File: config.mk
export PLATFORM = sky130hd
export DESIGN_NAME = model_nexys_hls4ml_prj_1_sdiv_24s_16s_11_seq
export DESIGN_NICKNAME = d
export VERILOG_FILES = /design/src/rtl/model_nexys_hls4ml_prj_1_sdiv_24s_16s_11_seq_pkg.sv /design/src/rtl/model_nexys_hls4ml_prj_1_sdiv_24s_16s_11_seq_core.sv /design/src/rtl/model_nexys_hls4ml_prj_1_sdiv_24s_16s_11_seq.sv
export SDC_FILE = /design/constraint.sdc
export NUM_CORES = 1
export LEC_CHECK = 0
export ABC_AREA = 0
export ABC_CLOCK_PERIOD_IN_PS = 2300
export BUFFER_PORTS_ARGS = -buffer_cell sky130_fd_sc_hd__buf_4
export CAP_MARGIN = 15
export CORE_UTILIZATION = 40
export DETAILED_ROUTE_END_ITERATION = 8
export SYNTH_ARGS = -nofsm -noshare
export SYNTH_HDL_FRONTEND = slang
export SYNTH_SLANG_ARGS = --single-unit
File: constraint.sdc
create_clock -name clk -period 2.3 [get_ports clk]
set_clock_uncertainty 0.15 [all_clocks]
set_input_delay 0.23 -clock clk [delete_from_list [all_inputs] [get_ports clk]]
set_output_delay 0.23 -clock clk [all_outputs]
set_load 0.03 [all_outputs]
File: src/rtl/model_nexys_hls4ml_prj_1_sdiv_24s_16s_11_seq_pkg.sv
// Shared widths, saturation bounds, iteration count and FSM encoding for the
// sequential 24s/16s signed divider.
package model_nexys_hls4ml_prj_1_sdiv_24s_16s_11_seq_pkg;

   localparam int DIN0_W = 24;
   localparam int DIN1_W = 16;
   localparam int DOUT_W = 11;
   localparam int REM_W  = 16;
   localparam int PREM_W = DIN1_W + 1;
   localparam int ITERS  = 24;
   localparam int CNT_W  = 5;

   // Saturation bounds expressed as magnitudes so they compare against |q|.
   localparam int Q_MAX_MAG = 1023;
   localparam int Q_MIN_MAG = 1024;
   localparam logic [DOUT_W-1:0] Q_MAX = 11'h3FF;
   localparam logic [DOUT_W-1:0] Q_MIN = 11'h400;

   typedef enum logic [1:0] {
      ST_IDLE = 2'd0,
      ST_CALC = 2'd1,
      ST_FIX  = 2'd2,
      ST_DONE = 2'd3
   } state_e;

endpackage

File: src/rtl/model_nexys_hls4ml_prj_1_sdiv_24s_16s_11_seq_core.sv
// FSM and restoring shift-subtract datapath of the signed divider; works on
// magnitudes and applies signs and saturation once at the end.
module model_nexys_hls4ml_prj_1_sdiv_24s_16s_11_seq_core
   import model_nexys_hls4ml_prj_1_sdiv_24s_16s_11_seq_pkg::*;
(
   input  logic              clk,
   input  logic              reset,
   input  logic              ce,
   input  logic              start,
   input  logic [DIN0_W-1:0] din0,
   input  logic [DIN1_W-1:0] din1,
   output logic              busy,
   output logic              done,
   output logic [DOUT_W-1:0] dout,
   output logic [REM_W-1:0]  rem,
   output logic              ovf,
   output logic              dbz
);

   state_e              state_q, state_d;
   logic [CNT_W-1:0]    cnt_q, cnt_d;
   logic [DIN0_W-1:0]   quo_q, quo_d;
   logic [DIN1_W-1:0]   dvs_q, dvs_d;
   logic [PREM_W-1:0]   prem_q, prem_d;
   logic                sign_a_q, sign_a_d;
   logic                sign_b_q, sign_b_d;
   logic                zero_q, zero_d;
   logic [DOUT_W-1:0]   res_q, res_d;
   logic [REM_W-1:0]    rres_q, rres_d;
   logic                rovf_q, rovf_d;
   logic [DOUT_W-1:0]   dout_q, dout_d;
   logic [REM_W-1:0]    rem_q, rem_d;
   logic                ovf_q, ovf_d;
   logic                dbz_q, dbz_d;
   logic                done_q, done_d;

   logic [PREM_W-1:0]   prem_shift;
   logic [PREM_W-1:0]   prem_diff;
   logic                fits;

   // quo_q starts as the dividend magnitude; its MSB feeds the partial
   // remainder while quotient bits enter at the LSB.
   assign prem_shift = {prem_q[PREM_W-2:0], quo_q[DIN0_W-1]};
   assign prem_diff  = prem_shift - {1'b0, dvs_q};
   assign fits       = (prem_shift >= {1'b0, dvs_q});

   always_comb begin
      state_d  = state_q;
      cnt_d    = cnt_q;
      quo_d    = quo_q;
      dvs_d    = dvs_q;
      prem_d   = prem_q;
      sign_a_d = sign_a_q;
      sign_b_d = sign_b_q;
      zero_d   = zero_q;
      res_d    = res_q;
      rres_d   = rres_q;
      rovf_d   = rovf_q;
      dout_d   = dout_q;
      rem_d    = rem_q;
      ovf_d    = ovf_q;
      dbz_d    = dbz_q;
      done_d   = done_q;
      if (ce) begin
         done_d = 1'b0;
         case (state_q)
            ST_IDLE: begin
               if (start) begin
                  quo_d    = din0[DIN0_W-1] ? -din0 : din0;
                  dvs_d    = din1[DIN1_W-1] ? -din1 : din1;
                  sign_a_d = din0[DIN0_W-1];
                  sign_b_d = din1[DIN1_W-1];
                  zero_d   = (din1 == '0);
                  prem_d   = '0;
                  cnt_d    = CNT_W'(ITERS - 1);
                  state_d  = ST_CALC;
               end
            end
            ST_CALC: begin
               prem_d = fits ? prem_diff : prem_shift;
               quo_d  = {quo_q[DIN0_W-2:0], fits};
               if (cnt_q == '0) state_d = ST_FIX;
               else             cnt_d   = cnt_q - 1'b1;
            end
            ST_FIX: begin
               rovf_d = 1'b0;
               rres_d = sign_a_q ? -prem_q[REM_W-1:0] : prem_q[REM_W-1:0];
               if (zero_q) begin
                  res_d  = sign_a_q ? Q_MIN : Q_MAX;
                  rres_d = '0;
               end else if (sign_a_q != sign_b_q) begin
                  if (quo_q > DIN0_W'(Q_MIN_MAG)) begin
                     res_d  = Q_MIN;
                     rovf_d = 1'b1;
                  end else begin
                     res_d = -quo_q[DOUT_W-1:0];
                  end
               end else if (quo_q > DIN0_W'(Q_MAX_MAG)) begin
                  res_d  = Q_MAX;
                  rovf_d = 1'b1;
               end else begin
                  res_d = quo_q[DOUT_W-1:0];
               end
               state_d = ST_DONE;
            end
            ST_DONE: begin
               dout_d  = res_q;
               rem_d   = rres_q;
               ovf_d   = rovf_q;
               dbz_d   = zero_q;
               done_d  = 1'b1;
               state_d = ST_IDLE;
            end
            default: state_d = ST_IDLE;
         endcase
      end
   end

   always_ff @(posedge clk) begin
      if (reset) begin
         state_q  <= ST_IDLE;
         cnt_q    <= '0;
         quo_q    <= '0;
         dvs_q    <= '0;
         prem_q   <= '0;
         sign_a_q <= 1'b0;
         sign_b_q <= 1'b0;
         zero_q   <= 1'b0;
         res_q    <= '0;
         rres_q   <= '0;
         rovf_q   <= 1'b0;
         dout_q   <= '0;
         rem_q    <= '0;
         ovf_q    <= 1'b0;
         dbz_q    <= 1'b0;
         done_q   <= 1'b0;
      end else begin
         state_q  <= state_d;
         cnt_q    <= cnt_d;
         quo_q    <= quo_d;
         dvs_q    <= dvs_d;
         prem_q   <= prem_d;
         sign_a_q <= sign_a_d;
         sign_b_q <= sign_b_d;
         zero_q   <= zero_d;
         res_q    <= res_d;
         rres_q   <= rres_d;
         rovf_q   <= rovf_d;
         dout_q   <= dout_d;
         rem_q    <= rem_d;
         ovf_q    <= ovf_d;
         dbz_q    <= dbz_d;
         done_q   <= done_d;
      end
   end

   assign busy = (state_q != ST_IDLE);
   assign done = done_q;
   assign dout = dout_q;
   assign rem  = rem_q;
   assign ovf  = ovf_q;
   assign dbz  = dbz_q;

endmodule

File: src/rtl/model_nexys_hls4ml_prj_1_sdiv_24s_16s_11_seq.sv
// Parameterised wrapper for the sequential signed divider; only the default
// widths are supported, anything else is rejected at elaboration.
module model_nexys_hls4ml_prj_1_sdiv_24s_16s_11_seq
   import model_nexys_hls4ml_prj_1_sdiv_24s_16s_11_seq_pkg::*;
#(
   parameter int ID         = 32'd1,
   parameter int NUM_STAGE  = 32'd26,
   parameter int din0_WIDTH = 24,
   parameter int din1_WIDTH = 16,
   parameter int dout_WIDTH = 11,
   parameter int rem_WIDTH  = 16
) (
   input  logic                  clk,
   input  logic                  reset,
   input  logic                  ce,
   input  logic                  start,
   input  logic [din0_WIDTH-1:0] din0,
   input  logic [din1_WIDTH-1:0] din1,
   output logic                  busy,
   output logic                  done,
   output logic [dout_WIDTH-1:0] dout,
   output logic [rem_WIDTH-1:0]  rem,
   output logic                  ovf,
   output logic                  dbz
);

   if (din0_WIDTH != DIN0_W || din1_WIDTH != DIN1_W || dout_WIDTH != DOUT_W ||
       rem_WIDTH != REM_W || NUM_STAGE != ITERS + 2 || ID < 0) begin : g_bad_param
      $error("unsupported parameter set for sdiv_24s_16s_11_seq");
   end

   model_nexys_hls4ml_prj_1_sdiv_24s_16s_11_seq_core u_core (
      .clk   (clk),
      .reset (reset),
      .ce    (ce),
      .start (start),
      .din0  (din0),
      .din1  (din1),
      .busy  (busy),
      .done  (done),
      .dout  (dout),
      .rem   (rem),
      .ovf   (ovf),
      .dbz   (dbz)
   );

endmodule

Word-level counts from Yosys, hierarchy flattened
Cells that the tools add are included.

Input bits: 44. Output and inout bits: 31. Logic and storage cells: 68. Register bits after elaboration: 124.

$lt $le $gt $ge: 3. Reduce and logical (&&, ||, !) cells: 11. Eq/ne operators: 7. Add/subtract/negate cells: 6. Mux-type cells: 25.

Operators by type and width (number): $mux W16 (5); $mux W11 (5); $mux W24 (2); $pmux W24 S2 (1); $neg A16 Y16 (2); $pmux W16 S2 (1); $gt A24 B10 Y1 const B (1); $gt A24 B11 Y1 const B (1); $neg A24 Y24 (1); $ge A17 B16 Y1 (1); $logic_not A16 Y1 (1); $sub A16 B16 Y16 (1); $neg A11 Y11 (1); $mux W5 (2); $pmux W5 S2 (1); $reduce_and A3 Y1 (3); $pmux W2 S4 (1); $logic_not A5 Y1 (1); $mux W1 (5); $sub A5 B1 Y5 const B (1); $eq A2 B2 Y1 const B (2); $mux W2 (2); $ne A2 B2 Y1 const B (2); $reduce_and A2 Y1 (2); other kinds (6) (7).

Logic depth before layout (Yosys ltp)
Gate-level depths: netlist of run 1.

Word-level depth: 4. Depth in mapped cells: 12. Gate-level depth less buffers: 11.

Least setup slack after synthesis of run 1
No wires, ideal clock.

Path kind: register to register. From: reg u_core.quo_q[23]. To: reg u_core.prem_q[8]. Path slack: -0.066 ns. Data required time: 2.076 ns. Library setup time: 0.074 ns. Cell stages (with the launch flop): 12. Buffers on the path: 0. Clock period less this slack: 2.366 ns. Arrival: 2.142 ns. Cell sequence: dfxtp_1 -> inv_1 -> ha_1 -> inv_1 -> fa_1 -> a21oi_1 -> o21ai_0 -> a2111oi_0 -> nor3_1 -> xor2_1 -> nand2_1 -> a31oi_1.

Longest elaborated chain between the ends: 3. Elaborated cells between the ends (all ways): 4. Those cells by class: add/sub: 1; order compare: 1; mux: 2.

RTL lines: from (decl) (RTL line model_nexys_hls4ml_prj_1_sdiv_24s_16s_11_seq_core.sv:22) `logic [DIN0_W-1:0] quo_q, quo_d;`; from (signal assigned) (RTL line model_nexys_hls4ml_prj_1_sdiv_24s_16s_11_seq_core.sv:140) `quo_q <= quo_d;`; $sub A16 B16 Y16 / $ge A17 B16 Y1 (equally long branches) (RTL line model_nexys_hls4ml_prj_1_sdiv_24s_16s_11_seq_core.sv:44, model_nexys_hls4ml_prj_1_sdiv_24s_16s_11_seq_core.sv:45); $mux W16 * (RTL line model_nexys_hls4ml_prj_1_sdiv_24s_16s_11_seq_core.sv:80) `prem_d = fits ? prem_diff : prem_shift;`; $pmux W16 S2 * (RTL line model_nexys_hls4ml_prj_1_sdiv_24s_16s_11_seq_core.sv:66) `case (state_q)`; to (signal assigned) (RTL line model_nexys_hls4ml_prj_1_sdiv_24s_16s_11_seq_core.sv:142) `prem_q <= prem_d;`; to (decl) (RTL line model_nexys_hls4ml_prj_1_sdiv_24s_16s_11_seq_core.sv:24) `logic [PREM_W-1:0] prem_q, prem_d;`.

Every way passes the cells marked *; elsewhere a longest branch is shown, timed or not. A chain may end at the register's enable or synchronous reset.

Final worst setup path of run 1
From: reg u_core.prem_q[2]. To: reg u_core.prem_q[0].

Longest elaborated chain between the ends: 3.

RTL lines: $ge A17 B16 Y1 (RTL line model_nexys_hls4ml_prj_1_sdiv_24s_16s_11_seq_core.sv:45) `assign fits = (prem_shift >= {1'b0, dvs_q});`; $mux W16 (RTL line model_nexys_hls4ml_prj_1_sdiv_24s_16s_11_seq_core.sv:80); $pmux W16 S2 (RTL line model_nexys_hls4ml_prj_1_sdiv_24s_16s_11_seq_core.sv:66).

No other way between the ends.

==> results of run 1 <==
==> cell families (layout without fill, tap and decap cells) <==
group | Yosys count | count (layout) | synth area share
simple gates | 321 | 321 | 0.212
compound gates | 261 | 261 | 0.238
flops | 124 | 124 | 0.356
buf+inv | 89 | 251 | 0.0495
xor+xnor | 65 | 65 | 0.0817
fa+ha+maj | 27 | 27 | 0.0495
mux | 9 | 9 | 0.0131
==> state kept, by name (all words and copies together), names as in the netlist, 2 cells and up <==
| signal | count |
|---|---|
| u_core.dvs_q | 16 |
| u_core.rem | 16 |
| u_core.rres_q | 16 |
| u_core.dout | 11 |
| u_core.state_q | 2 |
| u_core.quo_q | 24 |
| u_core.prem_q | 16 |
| u_core.cnt_q | 5 |
| u_core.res_q | 11 |
==> stage by stage <==
step	TNS (ns)	setup WS [ns]	instances	instance area, um2	hold slack [ns]
6_report	0	0.0290	1278	9330	0.0166
5_1_grt	-0.277	-0.0803	1278	9330	0.0251
4_1_cts	0	0.00179	1271	9020	0.00777
3_5_place_dp	-1.12	-0.152	1230	8310	0.296
3_3_place_gp	-0.719	-0.0975	1230	8310	0.287
2_1_floorplan	-0.00517	-0.00517	896	6980	0.216
==> worst paths after layout <==
path                                    endpoint  slack, ns  depth (start not counted)             start
worst max-delay path            u_core.prem_q[0]       0.03                          9  u_core.prem_q[2]
worst min-delay path             u_core.dvs_q[5]       0.02                          3           din1[5]
worst max register to register  u_core.prem_q[0]       0.03                          9  u_core.prem_q[2]
worst min register to register    u_core.dout[1]       0.30                          2   u_core.res_q[1]
==> power by group through the flow <==
| stage | logic (mW) | clock network, mW | registers (mW) |
|---|---|---|---|
| 6_report | 1.72 | 2.77 | 2.28 |
| 5_1_grt | 1.89 | 2.92 | 2.29 |
| 4_1_cts | 1.54 | 2.82 | 2.28 |
| 3_5_place_dp | 1.49 | 0 | 2.32 |
| 3_3_place_gp | 1.49 | 0 | 2.32 |
| 2_1_floorplan | 0.944 | 0 | 2.32 |
==> cell type report <==
class,count,area [um2]
clock buffer,20,447
clock inverter,12,161
fill,1609,7480
inverter,35,131
multi-input combinational,683,4390
sequential,124,2500
tap,220,275
timing repair buffer,184,1430
==> cells in the mapped netlist (5+ instances only) <==
cell	number
a21oi_1	86
nor4_1	5
or3_1	9
o221ai_1	10
inv_1	35
xnor2_1	31
a22oi_1	10
clkbuf_1	42
ha_1	26
o31a_1	7
a211oi_1	20
and2_1	5
nand3_1	13
o21ai_0	50
a21o_1	5
nand2_1	144
a32oi_1	6
nor2_1	72
a31oi_1	11
o211ai_1	5
nand2b_1	8
o31ai_1	16
xor2_1	34
dfxtp_1	124
nor3_1	30
mux2i_1	8
buf_1	8
==> per-layer routing <==
| metal | global-route usage | share of wire |
|---|---|---|
| met5 | 0 | 0 |
| met4 | 0.0587 | 0.0098 |
| met3 | 0.0393 | 0.033 |
| met2 | 0.314 | 0.44 |
| met1 | 0.301 | 0.52 |
==> critical path, cell delays in order (launching register included) <==
cell and delay [ns]:
dfxtp_1 0.35, ha_1 0.35, buf_4 0.16, nand3_1 0.07, o211ai_1 0.14, a21o_1 0.26, a21o_4 0.26, buf_12 0.14
mux2i_1 0.11, a22o_1 0.17
==> timing repair <==
item / CTS / global route
buffers inserted: 2 / 6
pin swaps: 7 / 21
endpoints found under the hold margin: 7 / 0
gates resized for setup: 9 / 55
gates cloned: 0 / 1
hold buffers: 7 / 0
endpoints found under the setup margin: 10 / 28
==> results.yml, run 1 <==
status:
  status: "finished, final reports clean"
worst_setup_path:
  endpoint_kind: "flip-flop"
  crit_fanout: 6
  required_ns: 2.46
  cp.arrival_ns: 2.43
  start_kind: "flip-flop"
  critical_path_class: "reg2reg"
power:
  p_comb_frac: 0.254
  p_sw_mw: 1.99
  p_int_mw: 4.79
  seqPwrFrac: 0.337
  p_clk_frac: 0.409
  switching_share: 0.293
  p_per_area_mw_per_mm2: 726
  p_leak_nw: 3.67
  p_total_mw: 6.77
  max-vdd-ir-drop_mv: 0.558
synth:
  synth.avg_cell_area_um2: 7.78
  syn_inst: 896
  synth_edf_count: 0
  netlist.area_leader.share: 0.356
  synth-async-reset-ratio: 0
  ys_types: 63
  synth_warnings: 0
  synth_flop_cell: "dfxtp_1"
  synth_area_mm2: 0.00697
  synth_area_leaders: "dfxtp_1 (36%), nand2_1 (7.8%), a21oi_1 (6.2%)"
  ys_seq_area_frac: 0.356
  syn_nets: 967
  yosys.area.top_type: "dfxtp_1"
  ys_ff_latch: 124
floorplan:
  start_util: 0.415
  die_y_um: 134
  rows: 47
  io_pins: 75
  core_mm2: 0.0168
  fp.dieArea_mm2: 0.0180
  chipWidth_um: 134
global_route:
  grt_pass1_wl_um: 30500
  grt_usage: 0.208
  antenna_found_initial: 0
  grt_pass1_vias: 6213
  grt_max_degree: 35
  grt-ovfl-total: 0
detailed_routing:
  wirelength_um: 18200
  drt-pass1-iter-count: 5
  drt-vias-per-instance: 5.18
  vias: 6626
  drtIter0Drc: 387
  drc: 0
  drtAntennaViolNets: 0
  post_drt_wl_per_cell_um: 14.2
timing:
  period_share: 0.987
  finalMaxSlewViolations: 0
  final-hold-violation-count: 0
  max-slew-margin-rel: 0.499
  max_clock_freq_mhz: 440
  rsz0062_at_grt: "true"
  worst_slew_pin_slew_ns: 0.752
  timing.final.crit_period_ns: 2.27
  setup_viol: 0
clocking:
  cts_root_buffer: "clkbuf_16"
  clk_latency_ns: 0.42
  htreeDepth: 4
  cts_made_buffers: 17
  clock_path_buffers: 2
  clk_pin_slew_worst_paths_ns: 0.06
  clkSinkCount: 124
  cts_tree: "built"
finish:
  nNetsFinal: 1116
  final_common_cell: "buf_4"
  final_cell_mix: "buf_4 (174), nand2_1 (141), dfxtp_1 (111)"
  drive_gt1_frac: 0.261
  area_growth_pct: 33.9
  antenna_cells: 0
  fin_util: 0.555
run:
  maxCapViolCount: 0
placement:
  place.gp.congestion: 0.840
  io_buffers: 74
  place_hpwl_um: 13000
hold_path:
  hp-class: "in2reg"
Power figures use the tool's default switching activity.
==> run 2, diff against run 1 <==
--- a/config.mk
+++ b/config.mk
@@ -7,10 +7,12 @@
 export LEC_CHECK = 0
 export ABC_AREA = 0
 export ABC_CLOCK_PERIOD_IN_PS = 2300
-export BUFFER_PORTS_ARGS = -buffer_cell sky130_fd_sc_hd__buf_4
 export CAP_MARGIN = 15
 export CORE_UTILIZATION = 40
 export DETAILED_ROUTE_END_ITERATION = 8
+export DONT_BUFFER_PORTS = 1
+export GPL_ROUTABILITY_DRIVEN = 0
+export RECOVER_POWER = 25
 export SYNTH_ARGS = -nofsm -noshare
 export SYNTH_HDL_FRONTEND = slang
 export SYNTH_SLANG_ARGS = --single-unit
==> run 2 against run 1 <==
Effect of this change: register-to-register slack about the same; cell count fell by 3.5%; critical path depth is the same; core utilization down 0.87 points; combinational power grew 5%; maximum frequency about the same; critical endpoint unchanged.
==> results.yml, run 2 (same netlist as run 1, synthesis figures left out) <==
timing:
  max_clock_freq_mhz: 441
  finalWorstSetupSlack_ns: 0.0303
  rsz0062_at_grt: "true"
  timing.final.crit_period_ns: 2.27
  max-slew-margin-rel: 0.508
  final-hold-violation-count: 0
  setup_viol: 0
  period_share: 0.987
  finalMaxSlewViolations: 0
  worst_slew_pin_slew_ns: 0.738
placement:
  place_hpwl_um: 13000
  dpl_worst_slack_ns: -0.202
  io_buffers: 0
  place_area_mm2: 0.00768
detailed_routing:
  drtAntennaViolNets: 0
  drc: 0
  vias: 6698
  drt-vias-per-instance: 5.43
  drt-pass1-iter-count: 4
  wirelength_um: 19400
  drtIter0Drc: 451
  post_drt_wl_per_cell_um: 15.7
worst_setup_path:
  cpMaxStageDelayCell: "dfxtp_1"
  path_delay_family: "compound AO/OA/AOI/OAI gates"
  r2r_end: "u_core.prem_q[0]"
  crit_path_cell_trace: "ha_4, buf_4, nand3_1, o211ai_1, a21o_1, a21o_4, buf_6, mux2i_1, a22o_1"
  cp.arrival_ns: 2.44
  r2r_slack_ns: 0.03
  start_kind: "flip-flop"
  critPathLaunch: "u_core.prem_q[2]"
  endpoint_kind: "flip-flop"
  reg2reg_depth: 9
  critical_path_class: "reg2reg"
  crit_buf_inv: 2
  crit_fanout: 4
  crit_path_end: "u_core.prem_q[0]"
  slowest_delay_ns: 0.42
  timing.rr.start: "u_core.prem_q[2]"
  required_ns: 2.47
  cp.depth: 9
floorplan:
  rows: 47
  core_mm2: 0.0168
  chipWidth_um: 134
  io_pins: 75
  die_y_um: 134
  start_util: 0.415
  fp.dieArea_mm2: 0.0180
clocking:
  cts_tree: "built"
  htreeDepth: 4
  cts_root_buffer: "clkbuf_16"
  clock_path_buffers: 2
  clk_latency_ns: 0.42
  clk_pin_slew_worst_paths_ns: 0.06
  clkSinkCount: 124
  cts_made_buffers: 17
finish:
  drive_gt1_frac: 0.195
  largest_reg_flops: 24
  final_common_cell: "nand2_1"
  area_growth_pct: 31.8
  fin_area_mm2: 0.00919
  fin_util: 0.546
  antenna_cells: 0
  nNetsFinal: 1071
  final_cell_mix: "nand2_1 (138), dfxtp_1 (116), buf_4 (87)"
  largest_register: "u_core.quo_q"
power:
  p_clk_frac: 0.390
  p_int_mw: 4.64
  p_comb_frac: 0.269
  p_sw_mw: 2.07
  switching_share: 0.308
  max-vdd-ir-drop_mv: 0.638
  p_per_area_mw_per_mm2: 729
  seqPwrFrac: 0.341
  p_leak_nw: 3.44
  p_total_mw: 6.70
global_route:
  grt-ovfl-total: 0
  grt_usage: 0.219
  grt_pass1_vias: 6296
  grt_pass1_wl_um: 31500
  grt_max_degree: 96
  antenna_found_initial: 0
hold_path:
  hp-class: "in2reg"
  hp-start: "din1[9]"
status:
  status: "finished, final reports clean"
run:
  maxCapViolCount: 0
## run 2: cell types whose count changed in the layout (fill, tap and decap cells not counted), moves of 3 or more
cell,before,now
o31ai_2,3,0
dlygate4sd3_1,7,44
dfxtp_1,111,116
buf_4,174,87
dfxtp_2,13,8
nand2_1,141,138
nand2_2,3,6
clkinv_4,2,6
## run 2: worst min-delay path, delay by kind of cell
kind	cells	cell delay, ns
compound gates	2	0.16
xor+xnor	1	0.14
## run 2: how the worst min path moves through the flow
stage | end | slack (ns) | cells past startpoint
floorplan | u_core.dvs_q[0] | 0.22 | 2
global placement | u_core.quo_q[3] | 0.16 | 1
detailed placement | u_core.quo_q[3] | 0.16 | 1
CTS | u_core.dvs_q[10] | 0.0004 | 3
global route | u_core.dvs_q[10] | 0.02 | 3
finish | u_core.dvs_q[10] | 0.002 | 3
## run 2: layer usage
metal	GRT usage	wire [um]	up-vias
li1	-	-	3401
met5	0	0	-
met4	0.0618	267	0
met2	0.339	8670	150
met1	0.304	9540	3126
met3	0.0484	915	21
## run 2: timing repair
item | CTS | global route
buffers inserted | 5 | 6
pin swaps | 10 | 22
resized for setup | 16 | 59
endpoints found under the hold margin | 109 | 1
hold buffers | 44 | 1
cloned | 0 | 1
endpoints found under the setup margin | 11 | 24
## run 2: area by class of cell
cell class                 instances  area (um2)
multi-input combinational        683        4490
clock buffer                      18         439
tap                              220         275
clock inverter                    14         138
fill                            1593        7630
sequential                       124        2490
inverter                          35         131
timing repair buffer             139        1220
## run 2: through the flow
step / hold slack [ns] / instances / setup TNS [ns]
after floorplan: 0.216 / 896 / -0.00517
after global placement: 0.161 / 1144 / -0.605
after detailed placement: 0.164 / 1144 / -0.950
after CTS: 0.000374 / 1225 / -0.0145
after global routing: 0.0213 / 1233 / -0.356
final: 0.00172 / 1233 / 0
## run 2: power by group through the flow
stage	Sequential [mW]	Combinational (mW)	Clock (mW)
after global routing	2.29	1.96	2.76
final	2.29	1.81	2.61
after global placement	2.32	1.38	0
after CTS	2.28	1.53	2.67
after floorplan	2.32	0.944	0
after detailed placement	2.33	1.38	0
==> run 3, diff against run 2 <==
--- a/config.mk
+++ b/config.mk
@@ -8,10 +8,13 @@
 export ABC_AREA = 0
 export ABC_CLOCK_PERIOD_IN_PS = 2300
 export CAP_MARGIN = 15
-export CORE_UTILIZATION = 40
+export CORE_ASPECT_RATIO = 1.75
+export CORE_MARGIN = 5
+export CORE_UTILIZATION = 55
 export DETAILED_ROUTE_END_ITERATION = 8
 export DONT_BUFFER_PORTS = 1
 export GPL_ROUTABILITY_DRIVEN = 0
+export PLACE_DENSITY = 0.73
 export RECOVER_POWER = 25
 export SYNTH_ARGS = -nofsm -noshare
 export SYNTH_HDL_FRONTEND = slang
==> run 3 against run 2 <==
Effect of this change: routed wire length is 0.81% higher; clock power increased by 6%; first-iteration DRC count up 0.22%; global-route usage is 3.7 points higher; sequential power about the same; critical path depth rose by 1; critical endpoint unchanged.
==> results.yml, run 3 (same netlist as run 1, synthesis figures left out) <==
global_route:
  antenna_found_initial: 0
  grt_max_degree: 95
  grt_pass1_wl_um: 31500
  grt_usage: 0.256
  grt_pass1_vias: 6886
  grt-ovfl-total: 0
placement:
  io_buffers: 0
  place_hpwl_um: 13000
clocking:
  clkSinkCount: 124
  clk_pin_slew_worst_paths_ns: 0.06
  cts_root_buffer: "clkbuf_16"
  clk_latency_ns: 0.41
  clock_path_buffers: 2
  cts_made_buffers: 17
  htreeDepth: 4
  cts_tree: "built"
worst_setup_path:
  endpoint_kind: "flip-flop"
  critPathLaunch: "u_core.prem_q[2]"
  r2r_slack_ns: 0.004
  start_kind: "flip-flop"
  crit_path_end: "u_core.prem_q[0]"
  crit_fanout: 8
  r2r_end: "u_core.prem_q[0]"
  cp.arrival_ns: 2.45
  required_ns: 2.45
  reg2reg_depth: 10
  timing.rr.start: "u_core.prem_q[2]"
  critical_path_class: "reg2reg"
floorplan:
  chipWidth_um: 95.1
  core_mm2: 0.0124
  die_y_um: 159
  rows: 54
  start_util: 0.561
  io_pins: 75
  fp.dieArea_mm2: 0.0151
power:
  p_sw_mw: 1.96
  p_clk_frac: 0.410
  max-vdd-ir-drop_mv: 0.540
  seqPwrFrac: 0.341
  switching_share: 0.291
  p_leak_nw: 3.31
  p_comb_frac: 0.249
  p_int_mw: 4.77
  p_per_area_mw_per_mm2: 757
finish:
  nNetsFinal: 1045
  largest_register: "u_core.quo_q"
  fillers: 978
  fin_util: 0.715
  final_cell_mix: "nand2_1 (142), dfxtp_1 (110), a21oi_1 (80)"
  antenna_cells: 0
  final_common_cell: "nand2_1"
  area_growth_pct: 27.6
  drive_gt1_frac: 0.178
  largest_reg_flops: 24
detailed_routing:
  drc: 0
  drt-vias-per-instance: 6.02
  post_drt_wl_per_cell_um: 16.9
  drtAntennaViolNets: 0
  wirelength_um: 19500
  drtIter0Drc: 452
  drt-pass1-iter-count: 5
  vias: 6949
hold_path:
  hp-class: "in2reg"
timing:
  timing.final.crit_period_ns: 2.30
  rsz0062_at_grt: "true"
  worst_slew_pin_slew_ns: 0.535
  max_clock_freq_mhz: 436
  finalMaxSlewViolations: 0
  setup_viol: 0
  hold_ws_ns: 0.00801
  final-hold-violation-count: 0
  max-slew-margin-rel: 0.643
  period_share: 0.998
run:
  maxCapViolCount: 0
status:
  status: "finished, final reports clean"
## run 3: worst min path at each step
stage	from	to	slack [ns]	depth (start not counted)
global placement	reset	u_core.quo_q[23]	0.16	1
global route	din0[6]	u_core.quo_q[6]	0.007	3
CTS	din0[12]	u_core.quo_q[12]	0.0004	3
floorplan	din1[0]	u_core.dvs_q[0]	0.22	2
finish	din0[20]	u_core.quo_q[20]	0.008	3
detailed placement	reset	u_core.quo_q[23]	0.16	1
## run 3: metal layers
layer / global-route usage / routed length (um) / vias up
met5: 0 / 0 / -
met4: 0.109 / 620 / 0
met3: 0.0530 / 904 / 52
met2: 0.465 / 10400 / 208
met1: 0.277 / 7580 / 3346
li1: - / - / 3343
## run 3: stage by stage
step                TNS (ns)  instance area [um2]  setup WS [ns]  instances  power (mW)
finish                     0                 8890        0.00383       1154        6.73
global route          -0.843                 8890         -0.127       1154        7.00
CTS                  -0.0252                 8550        -0.0131       1147        6.51
detailed placement    -0.226                 7490         -0.122       1077        3.63
global placement     -0.0983                 7490        -0.0599       1077        3.59
floorplan           -0.00517                 6980       -0.00517        896        3.26
## run 3: critical path, stage by stage (launching register included)
cell and delay [ns]:
dfxtp_1 0.42, ha_4 0.24, buf_4 0.15, nand3_1 0.08, o211ai_1 0.09, buf_4 0.16
a21o_4 0.22, a21o_4 0.22, buf_12 0.14, mux2i_1 0.12, a22o_1 0.19
## run 3: power groups by stage
stage,registers [mW],logic (mW),clock network (mW)
floorplan,2.32,0.944,0
global placement,2.32,1.26,0
detailed placement,2.33,1.30,0
CTS,2.29,1.44,2.78
global route,2.30,1.82,2.87
finish,2.29,1.68,2.76
## run 3: area by class of cell
cell class                      count  area, um2  area share
Tap cell                          168        210      0.0236
Timing Repair Buffer              113       1000       0.113
Multi-Input combinational cell    683       4440       0.499
Clock inverter                     12        161      0.0181
Clock buffer                       19        453      0.0509
Sequential cell                   124       2500       0.281
Inverter                           35        131      0.0148
## run 3: timing repair
item                                    CTS  global route
setup buffers                             0             3
hold buffers                             39             3
gates resized for setup                  11            64
endpoints found under the setup margin    6            36
hold endpoints to repair                104             2
gates cloned                              0             1
pin swaps                                 6            18
